==> src/rtl/div_seq.sv <==
// Sequencer for the iterative radix-2 divider (DIV/DIVU): 32 shift/subtract steps, sign fix-up, stall handshake.
// Optional macro DIV_ZERO_FLAG_EN adds the div_zero_o output flagging divide-by-zero results.
module div_seq #(
    parameter int DW    = 32,
    parameter int CNT_W = 6
) (
    input  logic              clk,
    input  logic              rst,
    input  logic              signed_div_i,
    input  logic [DW-1:0]     opdata1_i,
    input  logic [DW-1:0]     opdata2_i,
    input  logic              start_i,
    input  logic              annul_i,
    output logic [2*DW-1:0]   result_o,
    output logic              ready_o,
`ifdef DIV_ZERO_FLAG_EN
    output logic              div_zero_o,
`endif
    output logic              stallreq_o
);

    typedef enum logic [1:0] {
        ST_FREE   = 2'b00,
        ST_BYZERO = 2'b01,
        ST_ON     = 2'b10,
        ST_END    = 2'b11
    } state_t;

    state_t            state_r;
    logic [CNT_W-1:0]  cnt_r;
    logic [DW-1:0]     rem_r;
    logic [DW-1:0]     quo_r;
    logic [DW-1:0]     dvs_r;
    logic              neg_quo_r;
    logic              neg_rem_r;
    logic [2*DW-1:0]   result_r;
    logic              ready_r;

    logic [DW:0]       shifted_s;
    logic [DW+1:0]     trial_s;
    logic [DW-1:0]     rem_nxt_s;
    logic [DW-1:0]     quo_nxt_s;
    logic [DW-1:0]     rem_fix_s;
    logic [DW-1:0]     quo_fix_s;

    function automatic logic [DW-1:0] negate(input logic [DW-1:0] v);
        return {DW{1'b0}} - v;
    endfunction

    function automatic logic [DW-1:0] magnitude(input logic [DW-1:0] v, input logic is_signed);
        return (is_signed && v[DW-1]) ? negate(v) : v;
    endfunction

    // One shift/subtract step on {rem, quotient} plus the sign-corrected final values.
    always_comb begin
        shifted_s = {rem_r, quo_r[DW-1]};
        trial_s   = {1'b0, shifted_s} - {2'b00, dvs_r};
        rem_nxt_s = {DW{1'b0}};
        if (trial_s[DW+1]) begin
            rem_nxt_s = shifted_s[DW-1:0];
        end else begin
            rem_nxt_s = trial_s[DW-1:0];
        end
        quo_nxt_s = {quo_r[DW-2:0], ~trial_s[DW+1]};
        quo_fix_s = neg_quo_r ? negate(quo_nxt_s) : quo_nxt_s;
        rem_fix_s = neg_rem_r ? negate(rem_nxt_s) : rem_nxt_s;
    end

    // Control FSM with datapath registers and registered result/ready.
    always_ff @(posedge clk) begin
        if (rst) begin
            state_r   <= ST_FREE;
            cnt_r     <= {CNT_W{1'b0}};
            rem_r     <= {DW{1'b0}};
            quo_r     <= {DW{1'b0}};
            dvs_r     <= {DW{1'b0}};
            neg_quo_r <= 1'b0;
            neg_rem_r <= 1'b0;
            result_r  <= {2*DW{1'b0}};
            ready_r   <= 1'b0;
        end else begin
            case (state_r)
                ST_FREE: begin
                    ready_r  <= 1'b0;
                    result_r <= {2*DW{1'b0}};
                    if (start_i && !annul_i) begin
                        if (opdata2_i == {DW{1'b0}}) begin
                            state_r <= ST_BYZERO;
                        end else begin
                            state_r   <= ST_ON;
                            cnt_r     <= {CNT_W{1'b0}};
                            rem_r     <= {DW{1'b0}};
                            quo_r     <= magnitude(opdata1_i, signed_div_i);
                            dvs_r     <= magnitude(opdata2_i, signed_div_i);
                            neg_quo_r <= signed_div_i & (opdata1_i[DW-1] ^ opdata2_i[DW-1]);
                            neg_rem_r <= signed_div_i & opdata1_i[DW-1];
                        end
                    end else begin
                        state_r <= ST_FREE;
                    end
                end
                ST_BYZERO: begin
                    if (annul_i) begin
                        state_r <= ST_FREE;
                    end else begin
                        state_r  <= ST_END;
                        ready_r  <= 1'b1;
                        result_r <= {2*DW{1'b0}};
                    end
                end
                ST_ON: begin
                    if (annul_i || !start_i) begin
                        state_r <= ST_FREE;
                    end else begin
                        rem_r <= rem_nxt_s;
                        quo_r <= quo_nxt_s;
                        cnt_r <= cnt_r + {{(CNT_W-1){1'b0}}, 1'b1};
                        if (cnt_r == CNT_W'(DW-1)) begin
                            state_r  <= ST_END;
                            ready_r  <= 1'b1;
                            result_r <= {rem_fix_s, quo_fix_s};
                        end else begin
                            state_r <= ST_ON;
                        end
                    end
                end
                ST_END: begin
                    if (annul_i || !start_i) begin
                        state_r  <= ST_FREE;
                        ready_r  <= 1'b0;
                        result_r <= {2*DW{1'b0}};
                    end else begin
                        state_r <= ST_END;
                    end
                end
                default: begin
                    state_r  <= ST_FREE;
                    ready_r  <= 1'b0;
                    result_r <= {2*DW{1'b0}};
                end
            endcase
        end
    end

`ifdef DIV_ZERO_FLAG_EN
    logic div_zero_r;

    // Flag is raised on the BYZERO->END edge and held only while that result is presented.
    always_ff @(posedge clk) begin
        if (rst) begin
            div_zero_r <= 1'b0;
        end else begin
            div_zero_r <= ((state_r == ST_BYZERO) & ~annul_i) |
                          ((state_r == ST_END) & start_i & ~annul_i & div_zero_r);
        end
    end

    assign div_zero_o = div_zero_r;
`endif

    assign result_o   = result_r;
    assign ready_o    = ready_r;
    assign stallreq_o = start_i & ~annul_i & ~ready_r;

endmodule

==> config.mk <==
export PLATFORM = sky130hd
export DESIGN_NAME = div_seq
export DESIGN_NICKNAME = d
export VERILOG_FILES = /design/src/rtl/div_seq.sv
export SDC_FILE = /design/constraint.sdc
export NUM_CORES = 1
export LEC_CHECK = 0
export BUFFER_PORTS_ARGS = -buffer_cell sky130_fd_sc_hd__buf_2
export CAP_MARGIN = 10
export CORE_MARGIN = 3
export CORE_UTILIZATION = 54
export DETAILED_ROUTE_END_ITERATION = 16
export PLACE_DENSITY_LB_ADDON = 0.12
export SLEW_MARGIN = 20
export SYNTH_ARGS = -nofsm -noshare
export SYNTH_HDL_FRONTEND = slang
export SYNTH_SLANG_ARGS = --single-unit
export TNS_END_PERCENT = 10
==> constraint.sdc <==
create_clock -name clk -period 4.5 [get_ports clk]
set_input_delay 0.9 -clock clk [delete_from_list [all_inputs] [get_ports clk]]
set_output_delay 0.9 -clock clk [all_outputs]
set_load 0.02 [all_outputs]
# [Yosys cells after proc, flatten, opt, wreduce, memory -nomap -nowiden]
# Cells that the tools add are included.
[classes] n_reduce_logical=12 n_mux=34 eq_ne=10 n_bitwise=9 addsub=6
[ops] operator="$mux W32" count=11
[ops] operator="$mux W64" count=4
[ops] operator="$pmux W64 S4" count=1
[ops] operator="$pmux W32 S2" count=2
[ops] operator="$sub A1 B32 Y32 const A" count=4
[ops] operator="$sub A33 B32 Y34" count=1
[ops] operator="$logic_not A32 Y1" count=1
[ops] operator="$mux W6" count=3
[ops] operator="$ne A2 B2 Y1 const B" count=6
[ops] operator="$pmux W6 S2" count=1
[ops] operator="$mux W2" count=5
[ops] operator="$pmux W2 S4" count=1
[ops] operator="$reduce_and A4 Y1" count=2
[ops] operator="$add A6 B1 Y6 const B" count=1
[ops] operator="$eq A6 B5 Y1 const B" count=1
[ops] operator="$mux W1" count=5
[ops] operator="$and A1 B1 Y1" count=4
[ops] operator="$eq A2 B2 Y1 const B" count=2
[ops] operator="$not A1 Y1" count=4
[ops] operator="$pmux W1 S4" count=1
[ops] operator="$logic_and A1 B1 Y1" count=3
[ops] operator="$reduce_and A3 Y1" count=1
[ops] operator="$eq A2 B1 Y1 const B" count=1
[ops] operator="$logic_not A1 Y1" count=2
[ops] operator="4 further kinds" count=4
[word_totals] inputBits=69 reg_bits=171 elab_cells=80 out_inout_bits=66

# [Depth between registers and ports, before layout]
# Gate-level depths: netlist of run 1.
[logic_depth] ltp_word=7 depth_mapped=22 mapped_depth_nobuf=19

# [Worst setup path after synthesis of run 1]
# No wires, ideal clock.
[synth_path] path_kind="flip-flop to flip-flop" startpoint="register rem_r[9]" endpoint="register result_r[60], in the netlist result_o[60]" slack_ns=0.100 n_path_buf=2 setup_time_ns=0.117 stages_incl_launch_ff=20 required_ns=4.383 arrival_ns=4.284 period_less_slack_ns=4.400 cell_sequence="dfxtp_1 -> ha_1 -> a21oi_1 -> o21ai_1 -> a21oi_1 -> nand3_2 -> a31o_2 -> inv_2 -> clkbuf_1 -> clkbuf_1 -> a21boi_0 -> inv_1 -> ha_1 -> inv_1 -> or4_1 -> o31ai_1 -> nand3_1 -> o31a_1 -> xnor2_1 -> a22o_1"
[synth_via] elab_chain_len=7
[synth_rtl] element="start, declared" line_no="31" source="logic [DW-1:0] rem_r;"
[synth_rtl] element="start signal, assigned" line_no="74" source="rem_r <= {DW{1'b0}};"
[synth_rtl] element="start signal, assigned" line_no="92" source="rem_r <= {DW{1'b0}};"
[synth_rtl] element="start signal, assigned" line_no="115" source="rem_r <= rem_nxt_s;"
[synth_rtl] element="$sub A33 B32 Y34" line_no="57" source="trial_s = {1'b0, shifted_s} - {2'b00, dvs_r};"
[synth_rtl] element="$mux W32 *" line_no="59" source="if (trial_s[DW+1]) begin"
[synth_rtl] element="$sub A1 B32 Y32" line_no="47" source="return {DW{1'b0}} - v;"
[synth_rtl] element="$mux W32 *" line_no="66" source="rem_fix_s = neg_rem_r ? negate(rem_nxt_s) : rem_nxt_s;"
[synth_rtl] element="$mux W64 *" line_no="118" source="if (cnt_r == CNT_W'(DW-1)) begin"
[synth_rtl] element="$mux W64 *" line_no="112" source="if (annul_i || !start_i) begin"
[synth_rtl] element="$pmux W64 S4 *" line_no="82" source="case (state_r)"
[synth_rtl] element="end signal, assigned" line_no="79" source="result_r <= {2*DW{1'b0}};"
[synth_rtl] element="end signal, assigned" line_no="85" source="result_r <= {2*DW{1'b0}};"
[synth_rtl] element="end signal, assigned" line_no="121" source="result_r <= {rem_fix_s, quo_fix_s};"
[synth_rtl] element="end, declared" line_no="36" source="logic [2*DW-1:0] result_r;"
# Mark *: on every way between the ends. The rest lies on a longest branch, timed or not. The select of a mux whose other input is x is not followed.
# A chain may end at the register's enable or synchronous reset.

# [Worst setup path after layout of run 1]
[layout_path] startpoint="register quo_r[31]" endpoint="register result_r[63], in the netlist result_o[63]"
[layout_via] elab_chain_len=7
[layout_rtl] element="start, declared" line_no="32" source="logic [DW-1:0] quo_r;"
[layout_rtl] element="start signal, assigned" line_no="75" source="quo_r <= {DW{1'b0}};"
[layout_rtl] element="start signal, assigned" line_no="93" source="quo_r <= magnitude(opdata1_i, signed_div_i);"
[layout_rtl] element="start signal, assigned" line_no="116" source="quo_r <= quo_nxt_s;"
[layout_rtl] element="$sub A33 B32 Y34" line_no="57"
[layout_rtl] element="$mux W32 *" line_no="59"
[layout_rtl] element="$sub A1 B32 Y32" line_no="47"
[layout_rtl] element="$mux W32 *" line_no="66"
[layout_rtl] element="$mux W64 *" line_no="118"
[layout_rtl] element="$mux W64 *" line_no="112"
[layout_rtl] element="$pmux W64 S4 *" line_no="82"
# Marked as above.

==> impl_metrics.yaml, run 1 <==
drt:
  highest_layer: "met4"
  vias: 11500
  drt_drc_violations_left: 0
  drtIter0Drc: 1281
  met1_length_um: 17100
  viasPerCell: 6.03
  wl_met2_um: 13500
  final_antenna_net_count: 0
  routed_wl_um: 33700
  wire_per_inst_um: 17.7
  dr_wl_met3_um: 2900
  drtPass1Iterations: 5
synth:
  synthDistinctLibCells: 76
  yosysMostFrequentCell: "nand2_1"
  syn_area_per_cell_um2: 7.50
  ys_seq_elements: 171
  ys_seq_area_share_pct: 29.9
  synth_top_area_cell: "dfxtp_1"
  synthArstFlopShare_pct: 0
  synth_top_area_share_pct: 29.9
  ys_top_cells_by_area: "dfxtp_1 (30%), nand2_1 (6.7%), xnor2_1 (6.6%)"
  synth_fp_nets: 1638
  synthFlopType: "dfxtp_1"
  ys_warn_count: 0
  synth_commonest_cells: "nand2_1 (204), dfxtp_1 (171), nor2_1 (157)"
  syn-cell-area_mm2: 0.0115
  synthCells: 1527
  synth_edf_count: 0
clock_tree:
  post-cts-setup-buffer-count: 0
  clock_latency_ns: 0.45
  clock_path_buffers: 2
  ctsResizeCount: 0
  cts.sink_count: 171
  numCtsBuffers: 17
  clock-root-buffer: "clkbuf_16"
  cts.htree.levels: 4
  ctsHoldBuffers: 0
  cts_tree: "done"
  cts.clk_slew.worst_paths_ns: 0.07
final_layout:
  nets: 1734
  n_fill_cell: 1884
  area_growth_pct: 14.1
  post-route-cell-area_mm2: 0.0131
  layout.cells.non_filler: 1907
  layout-drive-gt1-share_pct: 14.2
timing:
  fin_crit_ns: 4.33
  min_period_over_period_pct: 96.3
  fmax_mhz: 231
  worst_pin_slew_ns: 1.05
  finalClockSkew_ns: 0.0180
  finalSetupViolCount: 0
  hold_ws_ns: 0.459
  finalMaxSlewViolations: 0
  max_slew_margin_pct: 30.1
  hold_viol: 0
  rsz0062_at_grt: "yes"
worst_setup_path:
  cp_max_fo: 6
  worstSetupPathType: "reg -> reg"
  arrival_ns: 4.66
  endpoint_kind: "flop"
  rrSetupSlack_ns: 0.17
  crit_required_ns: 4.83
  start_kind: "flop"
die:
  boundaryPins: 135
  core_area_mm2: 0.0206
  die-area_mm2: 0.0230
  start_util_pct: 55.7
  rows: 52
  die_w_um: 152
  dieHeight_um: 152
worst_hold_path:
  holdCritPathClass: "reg -> reg"
grt:
  grt_pass1_vias: 9938
  grt_max_degree: 97
  grt-ovfl-total: 0
  antenna_found_initial: 1
  grt_pass1_wl_um: 52900
  grt_use_total_pct: 28.5
power:
  p_leak_nw: 5.26
  ir_worst_vdd_uv: 238
  p_per_area_mw_per_mm2: 297
placed_design:
  finalWeightedCongestion: 0.930
  place_area_mm2: 0.0124
  portBuffers: 134
  dp_hpwl_um: 25000
  placed_cells: 1874
job:
  cap_violations: 0
status:
  status: "finished, final reports clean"
cells by family (layout without fill, tap and decap cells):
group | Yosys count | in the layout | synth area share (%)
buffers and inverters | 142 | 251 | 4.91
muxes | 16 | 16 | 1.40
other | 0 | 1 | 0
DFF | 171 | 171 | 29.9
AOI/OAI and AO/OA | 427 | 427 | 24.4
adders and majority gates | 42 | 42 | 4.65
and+or+nand+nor | 584 | 584 | 23.7
xor gates and xnor gates | 145 | 145 | 11.1
state kept, by name, indices dropped and copies added (netlist names):
register / count
neg_rem_r: 1
dvs_r: 32
quo_r: 32
ready_o: 1
neg_quo_r: 1
rem_r: 32
state_r: 2
cnt_r: 6
result_o: 64
final timing paths:
check	cells past startpoint	startpoint	to
min	2	dvs_r[31]	dvs_r[31]
min reg2reg	2	dvs_r[31]	dvs_r[31]
max reg2reg	15	quo_r[31]	result_o[63]
max	15	quo_r[31]	result_o[63]
through the flow:
step | setup slack, ns | utilization (%) | power, W | TNS [ns]
floorplan | 0.0997 | - | 0.00214 | 0
global placement | 0.287 | 60.4 | 0.00236 | 0
detailed placement | 0.191 | 60.4 | 0.00236 | 0
CTS | 0.159 | 63.4 | 0.00386 | 0
global route | -0.00859 | 63.5 | 0.00403 | -0.00859
finish | 0.169 | 63.5 | 0.00388 | 0
metal layers:
layer  vias to the layer above  track usage [%]
met2                       471             39.6
met4                         0             4.54
met1                      5335             46.2
met5                         -                0
li1                       5664                -
met3                        24             4.46
layout by cell type (no fill, tap or decap), types with 14 or more instances in the layout:
cell and n:
xnor2_1 86, o21ai_0 66, nand2_1 203, a21oi_1 120
clkbuf_16 17, xor2_1 59, nor3_1 47, dfxtp_1 171
a22oi_1 35, o31ai_1 29, nor2_1 155, or4_1 14
nor4_1 16, mux2i_1 16, or3_1 18, buf_2 133
a31oi_1 29, a211oi_1 31, a22o_1 29, inv_1 52
ha_1 39, nand3_1 54, buf_4 29
where the power goes:
part | switching (W) | leakage [nW] | total, W | internal, W
logic | 0.000486 | 3.58 | 0.000761 | 0.000275
clock network | 0.000770 | 0.294 | 0.00153 | 0.000761
registers | 0.0000379 | 1.39 | 0.00159 | 0.00155
layout make-up:
type / count / area, µm² / area share (%)
multi-input combinational: 1214 / 7520 / 57.6
sequential: 171 / 3420 / 26.2
timing repair buffer: 166 / 963 / 7.38
clock buffer: 17 / 425 / 3.26
tap: 270 / 338 / 2.59
inverter: 53 / 199 / 1.52
clock inverter: 15 / 190 / 1.46
antenna: 1 / 2.50 / 0.0192
critical path: stages, from the launching register on:
cell,delay [ns]
dfxtp_1,0.41
inv_1,0.07
ha_1,0.22
fa_1,0.44
nand2b_1,0.22
a21oi_2,0.24
buf_4,0.19
o21bai_1,0.10
a21boi_0,0.32
o22ai_1,0.21
nor4_2,0.31
o221ai_2,0.19
a21o_1,0.24
or4b_1,0.51
nor3b_1,0.16
or3_1,0.38
Note: power is estimated with default switching activity, not from simulation.
==> inputs of run 2 (changes only) <==
- CORE_MARGIN: 3 -> unset
- CORE_UTILIZATION: 54 -> 55
- CTS_BUF_LIST: unset -> sky130_fd_sc_hd__clkbuf_4
==> run 2 against run 1 <==
Compared with the run above: die area down 6.9%; sequential power about the same; clock skew increased by 0.020 ns; via count up 0.49%; final area down 2.2%; non-clock buffer count rose by 4; setup slack improved by 0.046 ns; maximum frequency rose by 1.1%; sequential share of layout area increased by 0.61 points; critical endpoint is now result_o[60].
==> impl_metrics.yaml, run 2 (synthesis gave the netlist of run 1 again) <==
status:
  status: "finished, final reports clean"
power:
  p_per_area_mw_per_mm2: 260
  ir_worst_vdd_uv: 147
  p_leak_nw: 5.16
die:
  boundaryPins: 135
  rows: 52
  die_w_um: 146
  core_area_mm2: 0.0203
  dieHeight_um: 146
  start_util_pct: 56.4
  die-area_mm2: 0.0214
placed_design:
  finalWeightedCongestion: 0.991
  portBuffers: 134
  pre_cts_ws_ns: 0.230
  dp_hpwl_um: 25800
worst_setup_path:
  r2r_start: "dvs_r[16]"
  cp_slowest_cell: "or4_1"
  start_kind: "flop"
  reg2reg_depth: 16
  arrival_ns: 4.78
  cp_cell_sequence: "inv_1, ha_1, a21oi_1, o21ai_0, a21oi_1, nand3_2, a31o_2, o21ai_0, ha_1, inv_1, or4_1, o31ai_2, nand3_2, o31a_1, xnor2_1, a22o_1"
  cp_num_cells: 16
  critical_path_buf_inv_count: 2
  rrSetupSlack_ns: 0.21
  worstSetupPathType: "reg -> reg"
  endpoint_kind: "flop"
  cp_top_family: "compound AO/OA/AOI/OAI gates"
  crit_required_ns: 5.00
  r2r-end: "result_o[60]"
  cp_max_fo: 7
  slowest_delay_ns: 0.60
timing:
  worst_pin_slew_ns: 0.941
  rsz0062_at_grt: "no"
  finalClockSkew_ns: 0.0377
  max_slew_margin_pct: 37.2
  worst_slack_ns: 0.215
  setup_tns_ns: 0
  finalMaxSlewViolations: 0
  fin_crit_ns: 4.29
  hold_viol: 0
  fmax_mhz: 233
  min_period_over_period_pct: 95.2
  finalSetupViolCount: 0
worst_hold_path:
  holdCritPathClass: "reg -> reg"
  hold_depth: 2
  min_to: "dvs_r[22]"
  hp-start: "dvs_r[22]"
clock_tree:
  ctsHoldBuffers: 0
  cts.htree.levels: 4
  clock_latency_ns: 0.60
  cts.sink_count: 171
  numCtsBuffers: 17
  cts.clk_slew.worst_paths_ns: 0.17
  post-cts-setup-buffer-count: 0
  clock-root-buffer: "clkbuf_4"
  cts_tree: "done"
  ctsResizeCount: 0
  clock_path_buffers: 2
final_layout:
  final_cell_mix: "nand2_1 (203), dfxtp_1 (170), nor2_1 (156), buf_2 (133), a21oi_1 (119)"
  layout-drive-gt1-share_pct: 14.3
  regArea_mm2: 0.00342
  area_growth_pct: 11.5
  n_fill_cell: 1886
  final_common_cell: "nand2_1"
  multi_input_area_mm2: 0.00751
  largest_reg_flops: 64
  nets: 1738
grt:
  grt_max_degree: 85
  grt_pass1_vias: 10100
  grt_use_total_pct: 32.1
  grt_pass1_wl_um: 54900
  grt-ovfl-total: 0
  antenna_found_initial: 1
drt:
  wire_per_inst_um: 18.1
  viasPerCell: 6.04
  final_antenna_net_count: 0
  drt_drc_violations_left: 0
  drtIter0Drc: 1022
  routed_wl_um: 34600
  vias: 11600
  drtPass1Iterations: 6
job:
  cap_violations: 0
-- run 2: cell types whose count changed in the layout (fill, tap and decap cells not counted), sizes merged --
cell,delta
inv,+1
buf,+4
clkinvlp,-1
-- run 2: metrics by stage --
step	cell area (µm²)	std cells	util [%]	power [W]	hold WS [ns]
5_1_grt	12800	1911	62.9	0.00347	0.483
3_3_place_gp	12400	1878	61.2	0.00236	0.438
2_1_floorplan	11500	1527	-	0.00214	0.432
3_5_place_dp	12400	1878	61.2	0.00237	0.450
6_report	12800	1911	62.9	0.00332	0.468
4_1_cts	12700	1910	62.8	0.00331	0.469
-- run 2: how the worst max path moves through the flow --
stage	slack, ns	start	end
5_1_grt	0.002	dvs_r[16]	result_o[60]
6_report	0.21	dvs_r[16]	result_o[60]
3_3_place_gp	0.31	quo_r[31]	result_o[63]
2_1_floorplan	0.1	rem_r[9]	result_o[60]
3_5_place_dp	0.23	quo_r[31]	result_o[63]
4_1_cts	0.19	rem_r[15]	result_o[60]
-- run 2: worst register-to-register path, delay by kind of cell, from the launching register on --
kind	cells	cell delay [ns]
xor gates and xnor gates	1	0.13
adders and majority gates	2	0.64
AOI/OAI and AO/OA	8	2.08
DFF	1	0.34
and+or+nand+nor	3	0.89
buffers and inverters	2	0.14
-- run 2: cell type report --
type	count	share of cell area [%]
flip-flops and latches	171	26.8
repair buffers	170	7.68
well taps	270	2.65
diodes	1	0.0196
inverters	53	1.56
multi-input cells	1214	58.8
clock inverters	15	1.46
clock buffers	17	0.999
-- run 2: where the power goes --
group | switching [W] | total [W] | internal (W) | leakage, nW
sequential | 0.0000393 | 0.00159 | 0.00156 | 1.39
clock | 0.000687 | 0.000960 | 0.000272 | 0.166
combinational | 0.000493 | 0.000768 | 0.000275 | 3.61
-- run 2: layer usage --
metal | GRT usage (%) | part of all wire, %
met1 | 49.5 | 50
met3 | 7.81 | 9.8
met5 | 0 | 0
met4 | 8.02 | 1.3
met2 | 43.6 | 39
